[src/rtl/tile_sequencer.sv]
// Game controller for the 7-row tile shift register: beat timing, lane
// generation, key judging against the bottom row, scoring and tempo.
//
// state | meaning
// IDLE  | after reset, waiting for start
// FILL  | shifting 7 rows in at the initial tempo, keys ignored
// PLAY  | judging keys against the bottom row each beat
// OVER  | game lost, score held until the next start
module tile_sequencer #(
  parameter int unsigned BEAT_INIT     = 25000000,
  parameter int unsigned BEAT_MIN      = 6250000,
  parameter int unsigned BEAT_STEP     = 1000000,
  parameter int unsigned SPEEDUP_EVERY = 8,
  parameter int unsigned CNT_W         = 26,
  parameter logic [7:0]  LFSR_SEED     = 8'hA5
) (
  input  logic        clk,
  input  logic        resetn,
  input  logic        start,
  input  logic [3:0]  key,
  input  logic [1:0]  bottom_lane,
  output logic        shift,
  output logic [1:0]  new_lane,
  output logic [15:0] score,
  output logic        hit,
  output logic        playing,
  output logic        game_over
);

  typedef enum logic [1:0] {IDLE, FILL, PLAY, OVER} state_t;

  state_t           state, state_nxt;
  logic [CNT_W-1:0] beat_cnt, beat_cnt_nxt;
  logic [CNT_W-1:0] period, period_nxt;
  logic [2:0]       fill_cnt, fill_cnt_nxt;
  logic             bottom_hit, bottom_hit_nxt;
  logic [15:0]      score_nxt;
  logic             shift_nxt, hit_nxt;
  logic [7:0]       lfsr;

  logic             expiry;
  logic             key_match, key_bad, key_good;
  logic [15:0]      score_inc;
  logic             speedup;
  logic [CNT_W:0]   period_dec;
  logic [CNT_W-1:0] period_stepped;

  // >= rather than == so a shortened period that the count already passed
  // still expires on the next cycle.
  assign expiry = (beat_cnt >= (period - CNT_W'(1)));

  // A matching key is one-hot by construction, so anything else non-zero is bad.
  assign key_match = (key == (4'b0001 << bottom_lane));
  assign key_bad   = (|key) && !key_match;
  assign key_good  = key_match && !bottom_hit;

  assign score_inc = (score == 16'hFFFF) ? score : score + 16'd1;
  assign speedup   = (score != 16'hFFFF) &&
                     ((score_inc % 16'(SPEEDUP_EVERY)) == 16'd0);

  assign period_dec     = {1'b0, period} - (CNT_W+1)'(BEAT_STEP);
  assign period_stepped = (period_dec[CNT_W] || (period_dec < (CNT_W+1)'(BEAT_MIN)))
                          ? CNT_W'(BEAT_MIN) : period_dec[CNT_W-1:0];

  always_comb begin
    state_nxt      = state;
    beat_cnt_nxt   = beat_cnt;
    period_nxt     = period;
    fill_cnt_nxt   = fill_cnt;
    bottom_hit_nxt = bottom_hit;
    score_nxt      = score;
    shift_nxt      = 1'b0;
    hit_nxt        = 1'b0;
    case (state)
      IDLE, OVER: begin
        beat_cnt_nxt = '0;
        if (start) begin
          state_nxt    = FILL;
          score_nxt    = 16'd0;
          period_nxt   = CNT_W'(BEAT_INIT);
          fill_cnt_nxt = 3'd0;
        end
      end
      FILL: begin
        if (expiry) begin
          beat_cnt_nxt = '0;
          shift_nxt    = 1'b1;
          fill_cnt_nxt = fill_cnt + 3'd1;
          if (fill_cnt == 3'd6) begin
            state_nxt      = PLAY;
            bottom_hit_nxt = 1'b0;
          end
        end else begin
          beat_cnt_nxt = beat_cnt + CNT_W'(1);
        end
      end
      PLAY: begin
        beat_cnt_nxt = expiry ? '0 : beat_cnt + CNT_W'(1);
        if (key_bad) begin
          state_nxt    = OVER;
          beat_cnt_nxt = '0;
        end else begin
          if (key_good) begin
            hit_nxt   = 1'b1;
            score_nxt = score_inc;
            if (speedup) period_nxt = period_stepped;
          end
          // A hit landing on the expiry cycle itself still earns the shift.
          if (expiry) begin
            if (bottom_hit || key_good) begin
              shift_nxt      = 1'b1;
              bottom_hit_nxt = 1'b0;
            end else begin
              state_nxt = OVER;
            end
          end else if (key_good) begin
            bottom_hit_nxt = 1'b1;
          end
        end
      end
      default: state_nxt = IDLE;
    endcase
  end

  always_ff @(posedge clk or negedge resetn) begin
    if (!resetn) begin
      state      <= IDLE;
      beat_cnt   <= '0;
      period     <= CNT_W'(BEAT_INIT);
      fill_cnt   <= 3'd0;
      bottom_hit <= 1'b0;
      score      <= 16'd0;
      shift      <= 1'b0;
      hit        <= 1'b0;
      playing    <= 1'b0;
      game_over  <= 1'b0;
      lfsr       <= LFSR_SEED;
      new_lane   <= LFSR_SEED[1:0];
    end else begin
      state      <= state_nxt;
      beat_cnt   <= beat_cnt_nxt;
      period     <= period_nxt;
      fill_cnt   <= fill_cnt_nxt;
      bottom_hit <= bottom_hit_nxt;
      score      <= score_nxt;
      shift      <= shift_nxt;
      hit        <= hit_nxt;
      playing    <= (state_nxt == PLAY);
      game_over  <= (state_nxt == OVER);
      lfsr       <= {lfsr[6:0], lfsr[7] ^ lfsr[5] ^ lfsr[4] ^ lfsr[3]};
      new_lane   <= lfsr[1:0];
    end
  end

endmodule

[config.mk]
export PLATFORM = sky130hd
export DESIGN_NAME = tile_sequencer
export DESIGN_NICKNAME = d
export VERILOG_FILES = /design/src/rtl/tile_sequencer.sv
export SDC_FILE = /design/constraint.sdc
export NUM_CORES = 1
export LEC_CHECK = 0
export ABC_AREA = 1
export BUFFER_PORTS_ARGS = -buffer_cell sky130_fd_sc_hd__buf_2
export CORE_ASPECT_RATIO = 0.9
export CORE_UTILIZATION = 40
export CTS_CLUSTER_DIAMETER = 50
export DETAILED_ROUTE_END_ITERATION = 12
export PLACE_DENSITY = 0.65
export SKIP_LAST_GASP = 1
export SYNTH_ARGS = -nofsm -noshare
export SYNTH_HDL_FRONTEND = slang
export SYNTH_SLANG_ARGS = --single-unit
[constraint.sdc]
create_clock -name clk -period 6 [get_ports clk]
set_clock_uncertainty 0.1 [all_clocks]
set_input_delay 1.5 -clock clk [delete_from_list [all_inputs] [get_ports clk]]
set_output_delay 1.5 -clock clk [all_outputs]
set_load 0.1 [all_outputs]
[Word level (Yosys, flattened, before mapping)]
Cells that the tools add are included.
Storage, ports and cells
  latch bits: 0
  bits in read-only memories: 0
  input port bits: 9
  register bits after elaboration: 88
  RAM bits: 0
  memories kept: 0
  output and inout port bits: 22
Cells by class
  reductions and logical operators: 19
  multipliers: 0
  equality and inequality tests: 18
  add/sub/neg operators: 5
  div/mod/pow operators: 0
  mux-type cells: 39
  bitwise logic cells: 3
  shift-type cells: 1
  order comparisons: 2
Operator list (count)
  $mux 26: 7
  $pmux 26 s3: 1
  $mux 16: 4
  $pmux 26 s2: 1
  $pmux 16 s2: 1
  $lt 27x23->1 const B: 1
  $sub 26x20->27 const B: 1
  $add 26x1->26 const B: 1
  $ge 26x26->1: 1
  $sub 26x1->26 const B: 1
  $add 16x1->16 const B: 1
  $eq 16x16->1 const B: 1
  $logic_not 16->1: 1
  $ne 16x16->1 const B: 1
  $ne 2x2->1 const B: 7
  $mux 1: 13
  $mux 2: 6
  $reduce_and 5->1: 2
  $eq 2x2->1 const B: 4
  $mux 3: 2
  $ne 3x3->1 const B: 2
  $pmux 2 s3: 1
  $pmux 3 s2: 1
  $reduce_and 6->1: 1
  other kinds (16): 25

[Longest topological paths before layout]
Gate-level depths: netlist of run 1.
  word-level depth: 9
  mapped depth: 26
  mapped depth without buffers: 26

[Worst setup path after synthesis of run 1]
No wires, ideal clock.
  kind: register to register
  start: register period[6]
  end: register beat_cnt[18]
  data required time: 5764 ps
  setup time: 136 ps
  clock period less this slack: 3449 ps
  stages on the path, launching flop included: 25
  path slack: 2551 ps
  arrival: 3213 ps
  cells stage by stage: dfstp_2 > inv_1 > ha_1 > inv_1 > nor2_1 > nand2_1 > inv_1 > nand2_1 > nor3_2 > nand3_1 > nor3_2 > nand3_1 > xor2_1 > inv_1 > ha_1 > nand2_1 > nor2_1 > nand4_1 > inv_1 > nand3_1 > nand3_1 > inv_1 > nand2_1 > clkbuf_1 > nor3_1
Between the ends
  word-level cells in the longest chain between the ends: 5
RTL lines
  from (decl): line 34  | logic [CNT_W-1:0] period, period_nxt;
  from (signal assigned): line 129  | period <= CNT_W'(BEAT_INIT);
  from (signal assigned): line 142  | period <= period_nxt;
  $sub 26x1->26 *: line 50  | assign expiry = (beat_cnt >= (period - CNT_W'(1)));
  $ge 26x26->1 *: line 50
  $mux 26 *: line 85, 98
  $mux 26: line 99  | if (key_bad) begin
  $pmux 26 s3 *: line 74  | case (state)
  named net beat_cnt_nxt[18]: line 33  | logic [CNT_W-1:0] beat_cnt, beat_cnt_nxt;
  to (signal assigned): line 141  | beat_cnt <= beat_cnt_nxt;
  to (decl): line 33
The timed path passes the listed nets; every way through them passes the cells marked *.
A chain may end at the register's enable or synchronous reset.

[Worst setup path in the final report of run 1]
  start: register period[6]
  end: register beat_cnt[22]
The elaborated chain is that of the path after synthesis.

==> results of run 1 <==
## power groups by stage
stage	sequential, mW	combinational (mW)	clock [mW]
final	0.708	0.925	0.581
after global routing	0.718	1.05	0.618
after global placement	0.717	0.918	0
after CTS	0.708	0.926	0.598
after detailed placement	0.717	0.921	0
after floorplan	0.732	0.696	0
## worst max-delay path, stage by stage (launching register included)
cell and delay (ns):
dfstp_2 0.37, inv_1 0.14, ha_1 0.21, inv_1 0.06, nor2_1 0.14, nand2_1 0.13
inv_1 0.09, nand2_1 0.09, nor3_2 0.20, nand3_1 0.18, nor3_2 0.19, nand3_1 0.11
xor2_1 0.14, inv_1 0.06, ha_1 0.27, nand2_1 0.06, nor2_1 0.14, nand4_1 0.09
inv_1 0.08, nand3_1 0.09, nand3_1 0.22, inv_1 0.12, nand2_1 0.60, inv_1 0.15
o21ai_0 0.13, a21oi_1 0.06
## kinds of logic (layout without fill, tap and decap cells)
| logic type | after synthesis | after routing | synth area share |
|---|---|---|---|
| buffers and inverters | 122 | 156 | 0.0853 |
| and+or+nand+nor | 420 | 420 | 0.338 |
| DFF | 83 | 83 | 0.362 |
| xor gates and xnor gates | 33 | 33 | 0.0499 |
| adders and majority gates | 32 | 32 | 0.0691 |
| AOI/OAI and AO/OA | 99 | 99 | 0.0949 |
## final cells by class
type                       instances  area [um^2]  area share
multi-input combinational        584         3200       0.498
clock buffer                      10          239      0.0372
inverter                         109          410      0.0639
timing repair buffer              31          160      0.0250
sequential                        83         2100       0.327
tap                              193          241      0.0376
clock inverter                     6         71.3      0.0111
## layer usage
layer  up-vias  routed length, um  track usage  part of all wire
li1       2660                  -            -                 -
met1      2362               6730        0.269              0.50
met2       119               5880        0.310              0.44
met3        12                607       0.0334             0.045
met4         0                159       0.0596             0.012
met5         -                  0            0                 0
## how the worst max path moves through the flow
stage | startpoint | endpoint | slack (ns) | cells after the start
after floorplan | period[6]$_DFFE_PN1P_ | beat_cnt[18]$_DFF_PN0_ | 2.55 | 24
after global placement | period[6]$_DFFE_PN1P_ | beat_cnt[21]$_DFF_PN0_ | 1.85 | 25
after detailed placement | period[6]$_DFFE_PN1P_ | beat_cnt[17]$_DFF_PN0_ | 1.71 | 25
after CTS | period[6]$_DFFE_PN1P_ | beat_cnt[21]$_DFF_PN0_ | 1.69 | 25
after global routing | period[6]$_DFFE_PN1P_ | beat_cnt[22]$_DFF_PN0_ | 1.18 | 25
final | period[6]$_DFFE_PN1P_ | beat_cnt[22]$_DFF_PN0_ | 1.66 | 25
## synth_stat cells (3+ instances only)
master,instances,share of area
clkbuf_1,3,0.0019
a31oi_1,5,0.0054
nand2_2,12,0.013
nand2_1,166,0.11
xnor2_1,9,0.014
xor2_1,24,0.036
inv_1,97,0.063
nand3_2,7,0.012
ha_1,32,0.069
nor2_4,5,0.0097
o21ai_1,6,0.0052
nand4_1,35,0.038
nand3b_1,5,0.0065
dfrtp_1,66,0.29
buf_2,4,0.0035
o21ai_0,29,0.025
nor2_1,93,0.060
inv_2,9,0.0058
nor3_2,4,0.0069
buf_4,4,0.0052
nand3_1,56,0.048
nor3_1,20,0.017
nor2_2,10,0.011
o31ai_1,4,0.0052
a21oi_1,41,0.035
dfstp_2,17,0.077
a211oi_1,5,0.0065
## through the flow
step / utilization / hold slack, ns / instances
after floorplan: - / 0.233 / 789
after detailed placement: 0.435 / 0.247 / 1000
after global placement: 0.435 / 0.236 / 1000
final: 0.457 / 0.257 / 1016
after global routing: 0.457 / 0.266 / 1016
after CTS: 0.457 / 0.261 / 1016
## flip-flops by register name (all words and copies together), names as in the netlist
register and flops:
playing 1, beat_cnt 26, state 2, lfsr 8
score 16, fill_cnt 3, shift 1, new_lane 2
game_over 1, hit 1, bottom_hit 1, period 21
==> impl_metrics.tcl, run 1 <==
set metrics [dict create \
    mostFrequentLayoutCells "166 x nand2_1, 97 x inv_1, 93 x nor2_1" \
    setup_slack_ns 1.66 \
    wl_mm 13.4 \
    p_clk_frac 0.262 \
    vdd_drop_max_v 0.000234 \
    ys_warn_count 0 \
    io_buffers 30 \
    h-tree-depth 3 \
    timing.rr.start "period[6]$_DFFE_PN1P_" \
    root_buffer "clkbuf_16" \
    rsz0062_at_grt "false" \
    arrival_ns 4.47 \
    placed_area_mm2 0.00611 \
    cap_violations 0 \
    core_area_mm2 0.0141 \
    grt_usage 0.194 \
    start_util 0.412 \
    ys_async_sr_fraction 1.00 \
    syn_area_mm2 0.00579 \
    reg2reg_to "beat_cnt[22]$_DFF_PN0_" \
    hold_depth 0 \
    die_h_um 116 \
    place.gp.congestion 0.864 \
    drv_slew 0 \
    clkSinkCount 83 \
    clk_latency_ns 0.35 \
    vias_per_cell 5.07 \
    min_to "lfsr[7]$_DFF_PN1_" \
    worstSetupPathType "flop to flop" \
    diodes 0 \
    antenna_found_initial 0 \
    hold_viol_final 0 \
    clk_path_buf_depth 2 \
    clkTransAtPathRegs_ns 0.06 \
    min_path_type "flop to flop" \
    power_density_mw_per_mm2 345 \
    synth_cells 789 \
    cp.required_ns 6.13 \
    post-cts-setup-buffers 0 \
    max_slew_margin 0.472 \
    first_pass_iters 5 \
    final.period_utilization 0.723 \
    r2r_cells 25 \
    fillers 1451 \
    p_seq_frac 0.320 \
    p_leak_nw 3.14 \
    ys_types 41 \
    cts_resized 0 \
    grt_overflow 0 \
    dpl.hpwl_mm 10.1 \
    syn_to_final_growth_pct 10.8 \
    fin_nets 859 \
    p_sw_uw 986 \
    start_kind "flop" \
    drt-initial-drc-count 327 \
    wl_per_cell_um 13.2 \
    cts_buffers 9 \
    status "finished clean" \
    max_freq_ghz 0.231 \
    rrSetupSlack_ns 1.66 \
    ant_nets 0 \
    synth-main-ff-cell "dfrtp_1" \
    p_comb_frac 0.418 \
    dieArea_mm2 0.0150 \
    finalInstanceArea_mm2 0.00642 \
    holdBufCountCts 0 \
    crit_fanout 21 \
    ys_ff_latch 83 \
    setup-violations-final 0 \
    seq_area_frac_synth 0.362 \
    core.rowCount 41 \
    grt_pass1_wl_mm 23.0 \
    worstHoldStart "lfsr[6]$_DFF_PN0_" \
    p_sw_frac 0.445 \
    pre_cts_slack_ns 1.71 \
    worstSetupEndpointType "flop" \
    ios 31 \
    grt_pass1_vias 4813 \
    synth_edf_count 0 \
    syn_nets 830 \
    fin_setup_tns_ns 0 \
    p_int_mw 1.23 \
    drive_above_1_share 0.139 \
    p_total_mw 2.21 \
    layout_commonest_cell "nand2_1" \
    grt_max_degree 54 \
    postSynthAreaPerCell_um2 7.34 \
    via_count 5153 \
    drc 0 \
    cts_tree "built" \
    die_w_um 129 \
    final.min_clock_period_ns 4.34 \
    tightest_slew_ns 0.791 \
]
(Power assumes the default switching activity.)
==> run 2: changes to the inputs <==
Clock period 6 ns to 4.38 ns, I/O delays scaled along.
==> run 2 against run 1 <==
Compared with the run above: critical path depth is 1 lower; setup slack got worse by 1.2 ns; sequential power is 37% higher; combinational power grew 38%; critical path type unchanged; largest cell class unchanged; largest power group unchanged.
==> impl_metrics.tcl, run 2 (synthesized netlist as in run 1, its figures left out) <==
set metrics [dict create \
    drt-initial-drc-count 387 \
    layout_commonest_cell "nand2_1" \
    p_comb_frac 0.415 \
    diodes 0 \
    cpMostUsedCell "inv_1" \
    max_slew_margin 0.496 \
    first_pass_iters 5 \
    tightest_slew_ns 0.754 \
    syn_to_final_growth_pct 11.5 \
    wl_per_cell_um 13.2 \
    status "finished clean" \
    start_util 0.412 \
    ant_nets 0 \
    cap_violations 0 \
    vias_per_cell 5.08 \
    die_w_um 129 \
    p_sw_mw 1.36 \
    io_buffers 30 \
    dpl.hpwl_mm 10.1 \
    worstSetupPathType "flop to flop" \
    die_h_um 116 \
    rsz0062_at_grt "false" \
    p_int_mw 1.73 \
    setup-violations-final 0 \
    crit_family "simple AND/OR/NAND/NOR gates" \
    root_buffer "clkbuf_16" \
    start_kind "flop" \
    h-tree-depth 3 \
    fin_nets 862 \
    clkSinkCount 83 \
    max_freq_ghz 0.258 \
    worstSetupEndpointType "flop" \
    place.gp.congestion 0.851 \
    grt_pass1_vias 5086 \
    power_density_mw_per_mm2 479 \
    grt_pass1_wl_mm 23.9 \
    ios 31 \
    clk_path_buf_depth 2 \
    clkTransAtPathRegs_ns 0.06 \
    core.rowCount 41 \
    holdBufCountCts 0 \
    arrival_ns 4.00 \
    path_buf_inv 7 \
    fillers 1439 \
    final.min_clock_period_ns 3.87 \
    grt_overflow 0 \
    placed_area_mm2 0.00613 \
    drc 0 \
    drv_slew 0 \
    hold-worst-slack_ns 0.257 \
    final.period_utilization 0.884 \
    vdd_drop_max_v 0.000287 \
    p_clk_frac 0.271 \
    largestRegisters "beat_cnt (26), period (21), score (16)" \
    cts_resized 0 \
    finalInstanceArea_mm2 0.00645 \
    cp_slowest_cell "dfstp_2" \
    largest_register_ffs 26 \
    clk_latency_ns 0.35 \
    via_count 5178 \
    post-cts-setup-buffers 0 \
    largest_register "beat_cnt" \
    cts_buffers 9 \
    wl_mm 13.4 \
    hold_viol_final 0 \
    mostFrequentLayoutCells "166 x nand2_1, 97 x inv_1, 93 x nor2_1" \
    grt_usage 0.202 \
    cts_tree "built" \
    p_sw_frac 0.439 \
    p_seq_frac 0.314 \
    max_stage_delay_ns 0.37 \
    crit_fanout 18 \
    cp.required_ns 4.51 \
    antenna_found_initial 0 \
    grt_max_degree 35 \
    drive_above_1_share 0.142 \
    cp_cell_sequence "inv_1, ha_1, inv_1, nor2_1, nand2_1, inv_1, nand2_1, nor3_2, nand3_1, nor3_2, nand3_1, xor2_1, inv_1, ha_1, nand2_1, nor2_1, nand4_1, inv_1, nand3_1, nand3_1, inv_1, nand2_1, buf_4, nor3_1" \
    min_path_type "flop to flop" \
    p_leak_nw 3.17 \
    fin_setup_tns_ns 0 \
    dieArea_mm2 0.0150 \
    core_area_mm2 0.0141 \
]
## run 2: cell count changes in the layout (fill, tap and decap cells not counted)
cell | previous run | this run
clkinvlp_4 | 1 | 0
clkinv_2 | 2 | 3
clkbuf_8 | 1 | 0
bufinv_16 | 1 | 2
buf_4 | 2 | 5
## run 2: cell type report
type	count	area [um^2]	area share
inverters	109	410	0.0636
multi-input cells	584	3200	0.495
clock buffers	9	225	0.0349
well taps	193	241	0.0374
clock inverters	7	98.8	0.0153
repair buffers	34	183	0.0283
flip-flops and latches	83	2100	0.325
## run 2: power groups by stage
stage	combinational (mW)	clock [mW]	sequential (mW)
after floorplan	0.953	0	1.00
after global placement	1.27	0	0.983
after detailed placement	1.28	0	0.984
after CTS	1.28	0.864	0.970
after global routing	1.48	0.889	0.985
final	1.28	0.838	0.970
## run 2: layer usage
layer,routed length (um),share of wire,global-route usage
met1,6680,0.50,0.283
met2,5890,0.44,0.317
met3,731,0.054,0.0458
met4,130,0.0097,0.0510
met5,0,0,0
## run 2: worst paths after layout
kind	start	endpoint	slack [ns]	cells past startpoint
setup / recovery	period[6]$_DFFE_PN1P_	beat_cnt[18]$_DFF_PN0_	0.51	24
min in group asynchronous	resetn	beat_cnt[4]$_DFF_PN0_	0.57	1
hold reg to reg	lfsr[6]$_DFF_PN0_	lfsr[7]$_DFF_PN1_	0.26	0
hold / removal	lfsr[6]$_DFF_PN0_	lfsr[7]$_DFF_PN1_	0.26	0
max in group asynchronous	resetn	period[14]$_DFFE_PN1P_	2.83	2
setup reg to reg	period[6]$_DFFE_PN1P_	beat_cnt[18]$_DFF_PN0_	0.51	24
## run 2: stage by stage
step / utilization / power [mW] / cells / setup WS (ns)
after global routing: 0.459 / 3.35 / 1019 / 0.0299
after floorplan: - / 1.96 / 789 / 0.931
final: 0.459 / 3.09 / 1019 / 0.507
after detailed placement: 0.436 / 2.26 / 1003 / 0.550
after global placement: 0.436 / 2.25 / 1003 / 0.625
after CTS: 0.459 / 3.11 / 1019 / 0.526
## run 2: worst reg2reg max path: cells and delay by family (launching register included)
kind	cells	cell delay (ns)
XOR/XNOR	1	0.14
adder cells (fa/ha/maj)	2	0.48
buffers and inverters	7	0.82
flip-flops	1	0.37
AND/OR/NAND/NOR	14	1.85
==> run 3: changes to the inputs <==
Settings changed: PLACE_DENSITY 0.65 to 0.57.
==> run 3 against run 2 <==
Compared with the run above: global-route usage up 0.21 points; register-to-register slack gained 0.02 ns; non-clock buffer count shrank 2; flip-flop and latch count is the same; critical path type unchanged.
==> impl_metrics.tcl, run 3 (synthesized netlist as in run 1, its figures left out) <==
set metrics [dict create \
    syn_to_final_growth_pct 11.3 \
    start_kind "flop" \
    clk_latency_ns 0.35 \
    p_leak_nw 3.16 \
    crit_start "period[6]$_DFFE_PN1P_" \
    mostFrequentLayoutCells "166 x nand2_1, 97 x inv_1, 93 x nor2_1" \
    dieArea_mm2 0.0150 \
    worstSetupPathType "flop to flop" \
    start_util 0.412 \
    max_freq_ghz 0.260 \
    worstSetupEndpointType "flop" \
    dpl.hpwl_mm 10.6 \
    p_total_mw 3.10 \
    worstHoldStart "lfsr[6]$_DFF_PN0_" \
    die_w_um 129 \
    place.gp.congestion 0.872 \
    status "finished clean" \
    clkSinkCount 83 \
    tightest_slew_ns 0.919 \
    grt_usage 0.204 \
    wl_per_cell_um 13.9 \
    drt-initial-drc-count 298 \
    cts_tree "built" \
    grt_overflow 0 \
    io_buffers 30 \
    clk_path_buf_depth 2 \
    largest_register "beat_cnt" \
    antenna_found_initial 0 \
    fin_nets 860 \
    fillers 1476 \
    crit_fanout 18 \
    cp.required_ns 4.51 \
    hold_viol_final 0 \
    max_stage_delay_ns 0.37 \
    ant_nets 0 \
    wl_mm 14.1 \
    setup-violations-final 0 \
    core_area_mm2 0.0141 \
    cp_cell_sequence "inv_1, ha_1, inv_1, nor2_1, nand2_1, inv_1, nand2_1, nor3_2, nand3_1, nor3_2, nand3_1, xor2_1, inv_1, ha_1, nand2_1, nor2_1, nand4_1, inv_1, nand3_1, nand3_2, inv_1, nand2_1, buf_4, nor3_1" \
    timing.rr.start "period[6]$_DFFE_PN1P_" \
    first_pass_iters 5 \
    layout_commonest_cell "nand2_1" \
    clkTransAtPathRegs_ns 0.06 \
    cpMostUsedCell "inv_1" \
    ios 31 \
    finalCoreUtilization 0.459 \
    post-cts-setup-buffers 0 \
    vdd_drop_max_v 0.000282 \
    drc 0 \
    drive_above_1_share 0.141 \
    final.min_clock_period_ns 3.85 \
    h-tree-depth 3 \
    setup_slack_ns 0.527 \
    diodes 0 \
    grt_max_degree 74 \
    via_count 5216 \
    core.rowCount 41 \
    fin_setup_tns_ns 0 \
    cap_violations 0 \
    max_slew_margin 0.387 \
    drv_slew 0 \
    vias_per_cell 5.13 \
    largest_register_ffs 26 \
    cts_buffers 9 \
    rsz0062_at_grt "false" \
    power_density_mw_per_mm2 481 \
    multi_input_area_mm2 0.00320 \
    r2r_cells 24 \
    min_path_type "flop to flop" \
    die_h_um 116 \
    grt_pass1_wl_mm 24.0 \
    hold_depth 0 \
    seq_area_mm2 0.00210 \
    root_buffer "clkbuf_16" \
    cp_slowest_cell "dfstp_2" \
    pre_cts_slack_ns 0.496 \
    arrival_ns 3.98 \
    grt_pass1_vias 5063 \
    largestRegisters "beat_cnt (26), period (21), score (16)" \
    hold-worst-slack_ns 0.260 \
    final.period_utilization 0.880 \
]
run 3: worst paths after layout:
kind / end / slack (ns)
worst max-delay path: beat_cnt[18]$_DFF_PN0_ / 0.53
worst min-delay path: lfsr[7]$_DFF_PN1_ / 0.26
worst max register to register: beat_cnt[18]$_DFF_PN0_ / 0.53
worst min register to register: lfsr[7]$_DFF_PN1_ / 0.26
max in group asynchronous: period[14]$_DFFE_PN1P_ / 2.63
min in group asynchronous: period[17]$_DFFE_PN0P_ / 0.77
run 3: area by class of cell:
cell class	count	share of cell area
Timing Repair Buffer	32	0.0260
Clock buffer	9	0.0349
Tap cell	193	0.0375
Multi-Input combinational cell	584	0.497
Sequential cell	83	0.326
Clock inverter	7	0.0153
Inverter	109	0.0637
run 3: where the power goes:
group	total, mW	internal (mW)	switching, mW
combinational	1.29	0.361	0.927
clock	0.838	0.504	0.334
sequential	0.973	0.867	0.106
run 3: per-stage QoR:
| step | area [um^2] | cells |
|---|---|---|
| finish | 6440 | 1017 |
| global route | 6440 | 1017 |
| CTS | 6440 | 1017 |
| detailed placement | 6120 | 1001 |
| global placement | 6120 | 1001 |
| floorplan | 5790 | 789 |
run 3: metal layers:
layer / global-route usage / wire length, um / up-vias
met5: 0 / 0 / -
li1: - / - / 2653
met3: 0.0467 / 606 / 9
met2: 0.350 / 6640 / 101
met1: 0.263 / 6720 / 2453
met4: 0.0486 / 136 / 0
run 3: timing repair:
action                                  4_1_cts  5_1_grt
gates resized for setup                       0        1
hold buffers                                  0        0
endpoints found under the setup margin        0       21
run 3: worst max-delay path: cells and delay by family, from the launching register on:
| kind | cells | cell delay [ns] |
|---|---|---|
| adder cells (fa/ha/maj) | 2 | 0.49 |
| flip-flops | 1 | 0.37 |
| buffers and inverters | 7 | 0.83 |
| AND/OR/NAND/NOR | 14 | 1.82 |
| XOR/XNOR | 1 | 0.14 |
